<file path="config.mk">
export PLATFORM = sky130hd
export DESIGN_NAME = execute_scoreboard
export DESIGN_NICKNAME = d
export VERILOG_FILES = /design/src/rtl/execute_scoreboard.sv
export SDC_FILE = /design/constraint.sdc
export NUM_CORES = 1
export LEC_CHECK = 0
export CAP_MARGIN = 20
export CORE_AREA = 2 2 83 100
export CTS_CLUSTER_DIAMETER = 50
export DETAILED_ROUTE_END_ITERATION = 8
export DIE_AREA = 0 0 85 102
export PLACE_DENSITY = 0.77
export SETUP_SLACK_MARGIN = 0.02
export SYNTH_ARGS = -nofsm -noshare
export SYNTH_HDL_FRONTEND = slang
export SYNTH_SLANG_ARGS = --single-unit
</file>
<file path="constraint.sdc">
create_clock -name clock -period 5.85 [get_ports clock]
set_input_delay 1.755 -clock clock [delete_from_list [all_inputs] [get_ports clock]]
set_output_delay 1.755 -clock clock [all_outputs]
set_load 0.01 [all_outputs]
</file>
<file path="src/rtl/execute_scoreboard.sv">
// execute_scoreboard
//   Register scoreboard and issue controller in front of the execute stage.
//   It tracks destination registers whose results are still in flight between
//   issue and writeback. Decode is held off with a valid/ready handshake on RAW
//   or WAW hazards, or when too many tracked writes are outstanding. It also
//   flags writebacks to registers that were not pending and counts stall
//   cycles.
//
// Ports
//   clock, reset_n         rising-edge clock, asynchronous active-low reset
//   issue_*                decode handshake and instruction register fields
//   dispatch_fire          issue_valid & issue_ready (combinational)
//   wb_valid, wb_reg_dest  writeback retirement
//   flush                  synchronous clear of all tracking state
//   busy_mask              pending-write bit per register (bit 0 always 0)
//   inflight_count         number of set bits in busy_mask
//   stall_count            saturating count of issue_valid & !issue_ready cycles
//   wb_error               sticky flag: writeback to a register not pending
module execute_scoreboard #(
   parameter int unsigned MAX_INFLIGHT = 4,
   parameter int unsigned CNT_W        = 3
) (
   input  logic             clock,
   input  logic             reset_n,
   input  logic             issue_valid,
   output logic             issue_ready,
   input  logic [4:0]       issue_rs1,
   input  logic [4:0]       issue_rs2,
   input  logic             issue_uses_rs2,
   input  logic [4:0]       issue_rd,
   input  logic             issue_write_enable,
   output logic             dispatch_fire,
   input  logic             wb_valid,
   input  logic [4:0]       wb_reg_dest,
   input  logic             flush,
   output logic [31:0]      busy_mask,
   output logic [CNT_W-1:0] inflight_count,
   output logic [15:0]      stall_count,
   output logic             wb_error
);

   logic [31:0]      busy_mask_q, busy_mask_d;
   logic [CNT_W-1:0] inflight_count_q, inflight_count_d;
   logic [15:0]      stall_count_q, stall_count_d;
   logic             wb_error_q, wb_error_d;

   logic hazard_rs1, hazard_rs2, hazard_rd, hazard;
   logic tracked_req, full, fire, set_en;
   logic wb_active, wb_hit, wb_miss;

   // Ready depends only on registered state, the issue fields and flush, so a
   // writeback never bypasses into the same-cycle issue decision.
   assign hazard_rs1  = (issue_rs1 != 5'd0) && busy_mask_q[issue_rs1];
   assign hazard_rs2  = issue_uses_rs2 && (issue_rs2 != 5'd0) && busy_mask_q[issue_rs2];
   assign hazard_rd   = issue_write_enable && (issue_rd != 5'd0) && busy_mask_q[issue_rd];
   assign hazard      = hazard_rs1 || hazard_rs2 || hazard_rd;

   assign tracked_req = issue_write_enable && (issue_rd != 5'd0);
   assign full        = (inflight_count_q == CNT_W'(MAX_INFLIGHT));

   // Non-writing instructions and x0 writes are allowed through while full.
   assign issue_ready   = !flush && !hazard && !(full && tracked_req);
   assign fire          = issue_valid && issue_ready;
   assign dispatch_fire = fire;
   assign set_en        = fire && tracked_req;

   // Writeback is ignored during flush and for x0.
   assign wb_active = wb_valid && !flush && (wb_reg_dest != 5'd0);
   assign wb_hit    = wb_active && busy_mask_q[wb_reg_dest];
   assign wb_miss   = wb_active && !busy_mask_q[wb_reg_dest];

   always_comb begin
      busy_mask_d      = busy_mask_q;
      inflight_count_d = inflight_count_q;
      stall_count_d    = stall_count_q;
      wb_error_d       = wb_error_q;

      if (issue_valid && !issue_ready && (stall_count_q != 16'hFFFF)) begin
         stall_count_d = stall_count_q + 16'd1;
      end

      if (flush) begin
         busy_mask_d      = '0;
         inflight_count_d = '0;
      end else begin
         if (set_en) begin
            busy_mask_d[issue_rd] = 1'b1;
         end
         if (wb_hit) begin
            busy_mask_d[wb_reg_dest] = 1'b0;
         end
         if (wb_miss) begin
            wb_error_d = 1'b1;
         end
         // A set and a clear always touch different registers, so they cancel.
         unique case ({set_en, wb_hit})
            2'b10:   inflight_count_d = inflight_count_q + CNT_W'(1);
            2'b01:   inflight_count_d = inflight_count_q - CNT_W'(1);
            default: inflight_count_d = inflight_count_q;
         endcase
      end

      busy_mask_d[0] = 1'b0;
   end

   always_ff @(posedge clock or negedge reset_n) begin
      if (!reset_n) begin
         busy_mask_q      <= '0;
         inflight_count_q <= '0;
         stall_count_q    <= '0;
         wb_error_q       <= 1'b0;
      end else begin
         busy_mask_q      <= busy_mask_d;
         inflight_count_q <= inflight_count_d;
         stall_count_q    <= stall_count_d;
         wb_error_q       <= wb_error_d;
      end
   end

   assign busy_mask      = busy_mask_q;
   assign inflight_count = inflight_count_q;
   assign stall_count    = stall_count_q;
   assign wb_error       = wb_error_q;

endmodule

</file>
## Word level (Yosys, flattened, before mapping)

Cells that the tools add are included.

| operators by class | value |
|---|---|
| muxes and demuxes | 18 |
| reductions and logical operators | 31 |
| bitwise operators | 4 |
| add/subtract/negate cells | 3 |
| order comparisons | 6 |
| eq/ne operators | 4 |

Operators with widths:

| cell | number |
|---|---|
| 2-to-1 mux 32 bit | 4 |
| bitwise AND 32 bit | 1 |
| NOT 32 bit | 1 |
| bitwise OR 32 bit | 1 |
| < comparator 5 x 6 -> 1 bit, second input constant | 4 |
| binary-select mux 1 bit (select 5 bit) | 4 |
| nonzero test 5 bit | 4 |
| logical AND 1 bit | 18 |
| adder 16 x 1 -> 16 bit, second input constant | 1 |
| inequality test 16 bit, second input constant | 1 |
| demux 1 bit (select 5 bit) | 2 |
| >= comparator 5 x 1 -> 1 bit, second input constant | 2 |
| 2-to-1 mux 1 bit | 6 |
| one-hot mux 3 bit (2 select lines) | 1 |
| zero test 1 bit | 5 |
| adder 3 x 1 -> 3 bit, second input constant | 1 |
| == test 3 bit, second input constant | 1 |
| 2-to-1 mux 3 bit | 1 |
| nonzero test 3 bit | 1 |
| subtractor 3 x 1 -> 3 bit, second input constant | 1 |
| == test 2 x 1 -> 1 bit, second input constant | 1 |
| == test 2 bit, second input constant | 1 |
| logical OR 1 bit | 2 |
| AND reduction 2 bit | 1 |
| NOT 1 bit | 1 |

| storage, ports and cells | value |
|---|---|
| register bits | 51 |
| bits of input ports | 27 |
| output and inout bits | 54 |
| logic and storage cells | 70 |

## Logic depth before layout (Yosys ltp)

Gate-level depths: netlist (run 1).

| depth | value |
|---|---|
| depth in word-level cells | 15 |
| gate-level depth with buffers | 15 |
| gate-level depth less buffers | 11 |

## Worst setup path before layout (run 1)

OpenSTA, ideal clock, no wires.

| timing path | value |
|---|---|
| path kind | input to output |
| start point | in issue_rs2[2] |
| end point | out dispatch_fire |
| arrival | 3.633 ns |
| stages | 7 |
| setup slack | 0.462 ns |
| required time | 4.095 ns |
| buffers on the path | 1 |
| path through | buf_2 > mux2_2 > a311o_1 > a221oi_1 > a211oi_1 > nor3_1 > and2_1 |

| on the way | value |
|---|---|
| longest elaborated chain between the ends | 9 |
| elaborated cells on any way between the ends | 11 |
| classes of those cells | 2 x mux; 9 x reduce/logical |

RTL lines:

| what | line | source |
|---|---|---|
| start, declared | 28 | `input logic [4:0] issue_rs2,` |
| binary-select mux 1 bit (select 5 bit) / nonzero test 5 bit (equally long branches) | 54 | `assign hazard_rs2 = issue_uses_rs2 && (issue_rs2 != 5'd0) && busy_mask_q[issue_rs2];` |
| 2-to-1 mux 1 bit (not written as such) / logical AND 1 bit (equally long branches) | 54 |  |
| logical AND 1 bit * | 54 |  |
| logical OR 1 bit * (2 in series) | 56 | `assign hazard = hazard_rs1 \|\| hazard_rs2 \|\| hazard_rd;` |
| zero test 1 bit * | 62 | `assign issue_ready = !flush && !hazard && !(full && tracked_req);` |
| logical AND 1 bit * (2 in series) | 62 |  |
| via issue_ready | 26 | `output logic issue_ready,` |
| logical AND 1 bit * | 63 | `assign fire = issue_valid && issue_ready;` |
| end, declared | 32 | `output logic dispatch_fire,` |

Mark *: on every way through the listed nets, which the timed path passes. The rest lies on a longest branch. The select of a mux whose other input is x is not followed.

## Final worst setup path (run 1)

| timing path | value |
|---|---|
| start point | in issue_rs2[1] |
| end point | out issue_ready |

| on the way | value |
|---|---|
| longest elaborated chain between the ends | 8 |
| elaborated cells on any way between the ends | 10 |
| classes of those cells | 2 x mux; 8 x reduce/logical |

RTL lines:

| what | line |
|---|---|
| binary-select mux 1 bit (select 5 bit) / nonzero test 5 bit (equally long branches) | 54 |
| 2-to-1 mux 1 bit (not written as such) / logical AND 1 bit (equally long branches) | 54 |
| logical AND 1 bit * | 54 |
| logical OR 1 bit * (2 in series) | 56 |
| zero test 1 bit * | 62 |
| logical AND 1 bit * (2 in series) | 62 |
| end, declared | 26 |

Mark *: on every way between the ends. The rest lies on a longest branch, timed or not. The select of a mux whose other input is x is not followed.

==> summary.md, run 1 <==
| Metric | Value |
|---|---|
| WS Path Type | in -> out |
| Initial antenna violation count | 0 |
| Core area | roughly 7700 sq um |
| Later-pin clock latency in the skew report | 0.31 ns |
| CP startpoint kind | input port |
| Most frequent cells in the layout | clkdlybuf4s50_1, dfrtp_1, buf_4, nor2_1, mux2_2 |
| Net Sw Power | 274.4 uW |
| GRT Util Overall | between 20% and 30% |
| Post-DP HPWL | approximately 8800 um |
| Hold path startpoint | wb_error |
| Initial Utilization | about half |
| Tcrit/Tclk final | 98.25% |
| Max_cap viols | 0 |
| Nets | 503 |
| Arrival time worst endpoint | approximately 4.0 ns |
| Die width | 85 um |
| Die Height | 102 um |
| Synthesized area | about 3700 sq um |
| R2r startpoint | busy_mask[27] |
| CTS H-tree depth | 2 |
| I/O pins | roughly 80 |
| First drt pass iteration count | 4 |
| Final Power | between 800 and 900 uW |
| Critical path required time | slightly above 4 ns |
| VDD IR max | ~0.00019 V |
| Async S/R FF share, synth | 100.0% |
| Via density | 6.681 |
| Maximum fanout along the worst path | 7 |
| Input/output buffers | between 70 and 80 |
| FF-to-FF End | inflight_count[1] |
| Clock Pin Slew Worst Setup and Hold Paths | 0.10 ns |
| Clock power frac | 24.3% |
| CTS max path bufs | 2 |
| # DRC | 0 |
| Seq/Total Area, Yosys | 34.05% |
| Fin. max-slew vios | 0 |
| First DRT Iteration DRCs | between 200 and 300 |
| Per-cell routed wire length | 21.99 um |
| Fill count | about 600 |
| Die area | between 8000 and 9000 sq um |
| Min-delay worst type | reg -> reg |
| Combinational share of power | 28.6% |
| Largest net degree at the start of global routing | 36 |
| Yosys warns | 0 |
| Non-Filler Instances | between 500 and 600 |
| Post-synth net total | between 300 and 400 |
| Via count | 3,788 |
| Ys flop type | dfrtp_1 |
| Min Clock Period, post-route | approximately 5.7 ns |
| First-pass GRT wire length | slightly below 20,000 um |
| Rows | 35 |
| CTS root buf | clkbuf_8 |
| Pwr dens | between 150 and 200 nW/um^2 |
| Placer Congestion | ~1.0 |
| Setup WS pre-CTS | -0.4518 ns |
| Placed insts | around 540 |
| Status | finished clean |
| Hold endpoint | wb_error |
| Post-route worst setup slack | slightly above 0.1 ns |
| Critical Path Sink Type | primary output |
| GRT overflow | 0 |
| Int Pwr | between 500 and 600 uW |
| Worst reg2reg path depth | 20 |
| Proportion of layout cells with a drive suffix above 1 | 24.63% |
| Avg Cell Area, Syn | about 10 sq um |
| Detailed Route WL | between 10,000 and 15,000 um |
| Mapped Cells | between 300 and 400 |
| Skew final | 0.007552 ns |
| Ant. Diodes | 0 |
| Area growth syn-to-layout | 36.65% |
| Commonest non-fill, non-tap cell in the layout | clkdlybuf4s50_1 |
| # setup viols final | 0 |
| Netlist cell types | 55 |
| Leak | between 2 and 2.5 nW |
| Fmax | approximately 170 MHz |
| Post-synth EDFFs | 0 |
| Cts bufs inserted | 5 |
| Antenna-violating nets left | 0 |
| Number of global-route vias before repair | about 3,800 |
| RSZ-0062 raised after global routing | no |
| # clock sinks | 51 |
| R2r setup slk | about 1.5 ns |
| Slew Limit Headroom | 44.23% |
| Worst slew pin tran | 0.8347 ns |
| Yosys reg bits | roughly 50 |
| Sequential power share | 47.1% |
| Hold Crit Depth | 2 |
| Sw frac | a little under a third |
| CTS tree | built |
| Final Hold Fails | 0 |
## power by group through the flow
stage	Combinational (mW)	Sequential, mW	Clock (mW)
after floorplan	0.101	0.418	0
after global placement	0.221	0.412	0
after detailed placement	0.227	0.413	0
after CTS	0.238	0.406	0.214
after global routing	0.265	0.412	0.225
final	0.246	0.406	0.210
## flip-flops by register name (all words and copies together) (netlist names)
register	flops
inflight_count	3
stall_count	16
busy_mask	31
wb_error	1
## Yosys cell counts, drive strengths merged, types with 7 or more instances
| cell type | number | area [sq um] |
|---|---|---|
| xor2 | 14 | 122.6 |
| a41o | 8 | 80.08 |
| nor3 | 14 | 70.07 |
| mux2 | 21 | 236.5 |
| inv | 8 | 30.03 |
| a211oi | 10 | 75.07 |
| a41oi | 16 | 140.1 |
| mux2i | 14 | 140.1 |
| a311oi | 15 | 131.4 |
| buf | 16 | 83.83 |
| mux4 | 16 | 360.4 |
| dfrtp | 51 | 1276 |
| nor2 | 22 | 82.58 |
| and3 | 10 | 62.56 |
| a31oi | 16 | 100.1 |
| nor2b | 7 | 43.79 |
| nand2 | 13 | 48.80 |
| nor3b | 9 | 67.56 |
| clkbuf | 17 | 63.81 |
## area by class of cell
type	count	area [sq um]	area share, %
clock buffers	6	72.57	1.417
clock inverters	2	12.51	0.2443
inverters	9	33.78	0.6595
multi-input cells	273	2381	46.48
flip-flops and latches	51	1276	24.91
well taps	92	115.1	2.247
repair buffers	134	1231	24.04
## cell families (layout without fill, tap and decap cells)
logic type / count (synthesis) / in the layout / synth area share, %
mux: 51 / 51 / 19.66
other cells: 1 / 1 / 0.1000
fa+ha+maj: 2 / 2 / 0.8678
xor+xnor: 16 / 16 / 3.738
buf+inv: 42 / 151 / 4.840
simple gates: 110 / 110 / 16.92
compound gates: 93 / 93 / 19.83
flops: 51 / 51 / 34.05
## metrics by stage
stage,TNS [ns],hold slack (ns),cell area (sq um),util [%]
floorplan,0,0.5025,3749,-
global placement,-0.7192,0.4540,4797,62.60
detailed placement,-0.7957,0.4632,4817,62.86
CTS,0,0.4882,5016,65.45
global route,0,0.5126,5122,66.84
finish,0,0.4844,5122,66.84
## routing by layer
| layer | vias up | track usage, % | share of wire (%) |
|---|---|---|---|
| li1 | 1671 | - | - |
| met1 | 1841 | 35.80 | 38 |
| met2 | 220 | 46.75 | 49 |
| met3 | 56 | 4.523 | 7.8 |
| met4 | 0 | 15.38 | 5.1 |
| met5 | - | 0 | 0 |
## worst max path at each step
stage	from	endpoint	slack (ns)	cells past startpoint
2_1_floorplan	issue_rs2[2]	dispatch_fire	0.46	7
3_3_place_gp	issue_rd[0]	dispatch_fire	-0.41	10
3_5_place_dp	issue_rd[0]	dispatch_fire	-0.45	11
4_1_cts	issue_rd[4]	dispatch_fire	0.07	9
5_1_grt	issue_rs2[1]	issue_ready	0.03	9
6_report	issue_rs2[1]	issue_ready	0.10	9
## what timing repair did
action                     CTS  global route
hold endpoints to repair     0             0
gates resized for setup      9            25
setup endpoints to repair    2            20
pin swaps                    4             6
cloned                       0             0
buffers inserted            14             3
hold buffers                 0             0
## worst max-delay path, cell delays in order
cell             delay [ns]
clkdlybuf4s50_1        0.45
buf_4                  0.19
or3_1                  0.40
o21ai_1                0.19
a311oi_2               0.06
a211oi_2               0.41
nor3_2                 0.11
buf_4                  0.16
dlygate4sd2_1          0.28
(Power assumes the default switching activity.)
==> inputs of run 2 (changes only) <==
--- a/config.mk
+++ b/config.mk
@@ -10,6 +10,7 @@
 export CTS_CLUSTER_DIAMETER = 50
 export DETAILED_ROUTE_END_ITERATION = 8
 export DIE_AREA = 0 0 85 102
+export HOLD_SLACK_MARGIN = 0.05
 export PLACE_DENSITY = 0.77
 export SETUP_SLACK_MARGIN = 0.02
 export SYNTH_ARGS = -nofsm -noshare
==> results of run 2 <==
No change in the layout: final DEF, timing and power equal those of run 1.
==> inputs of run 3 (changes only) <==
--- a/config.mk
+++ b/config.mk
@@ -7,7 +7,7 @@
 export LEC_CHECK = 0
 export CAP_MARGIN = 20
 export CORE_AREA = 2 2 83 100
-export CTS_CLUSTER_DIAMETER = 50
+export CTS_CLUSTER_DIAMETER = 30
 export DETAILED_ROUTE_END_ITERATION = 8
 export DIE_AREA = 0 0 85 102
 export HOLD_SLACK_MARGIN = 0.05
==> results of run 3 <==
No change in the layout: final DEF, timing and power equal those of run 1.
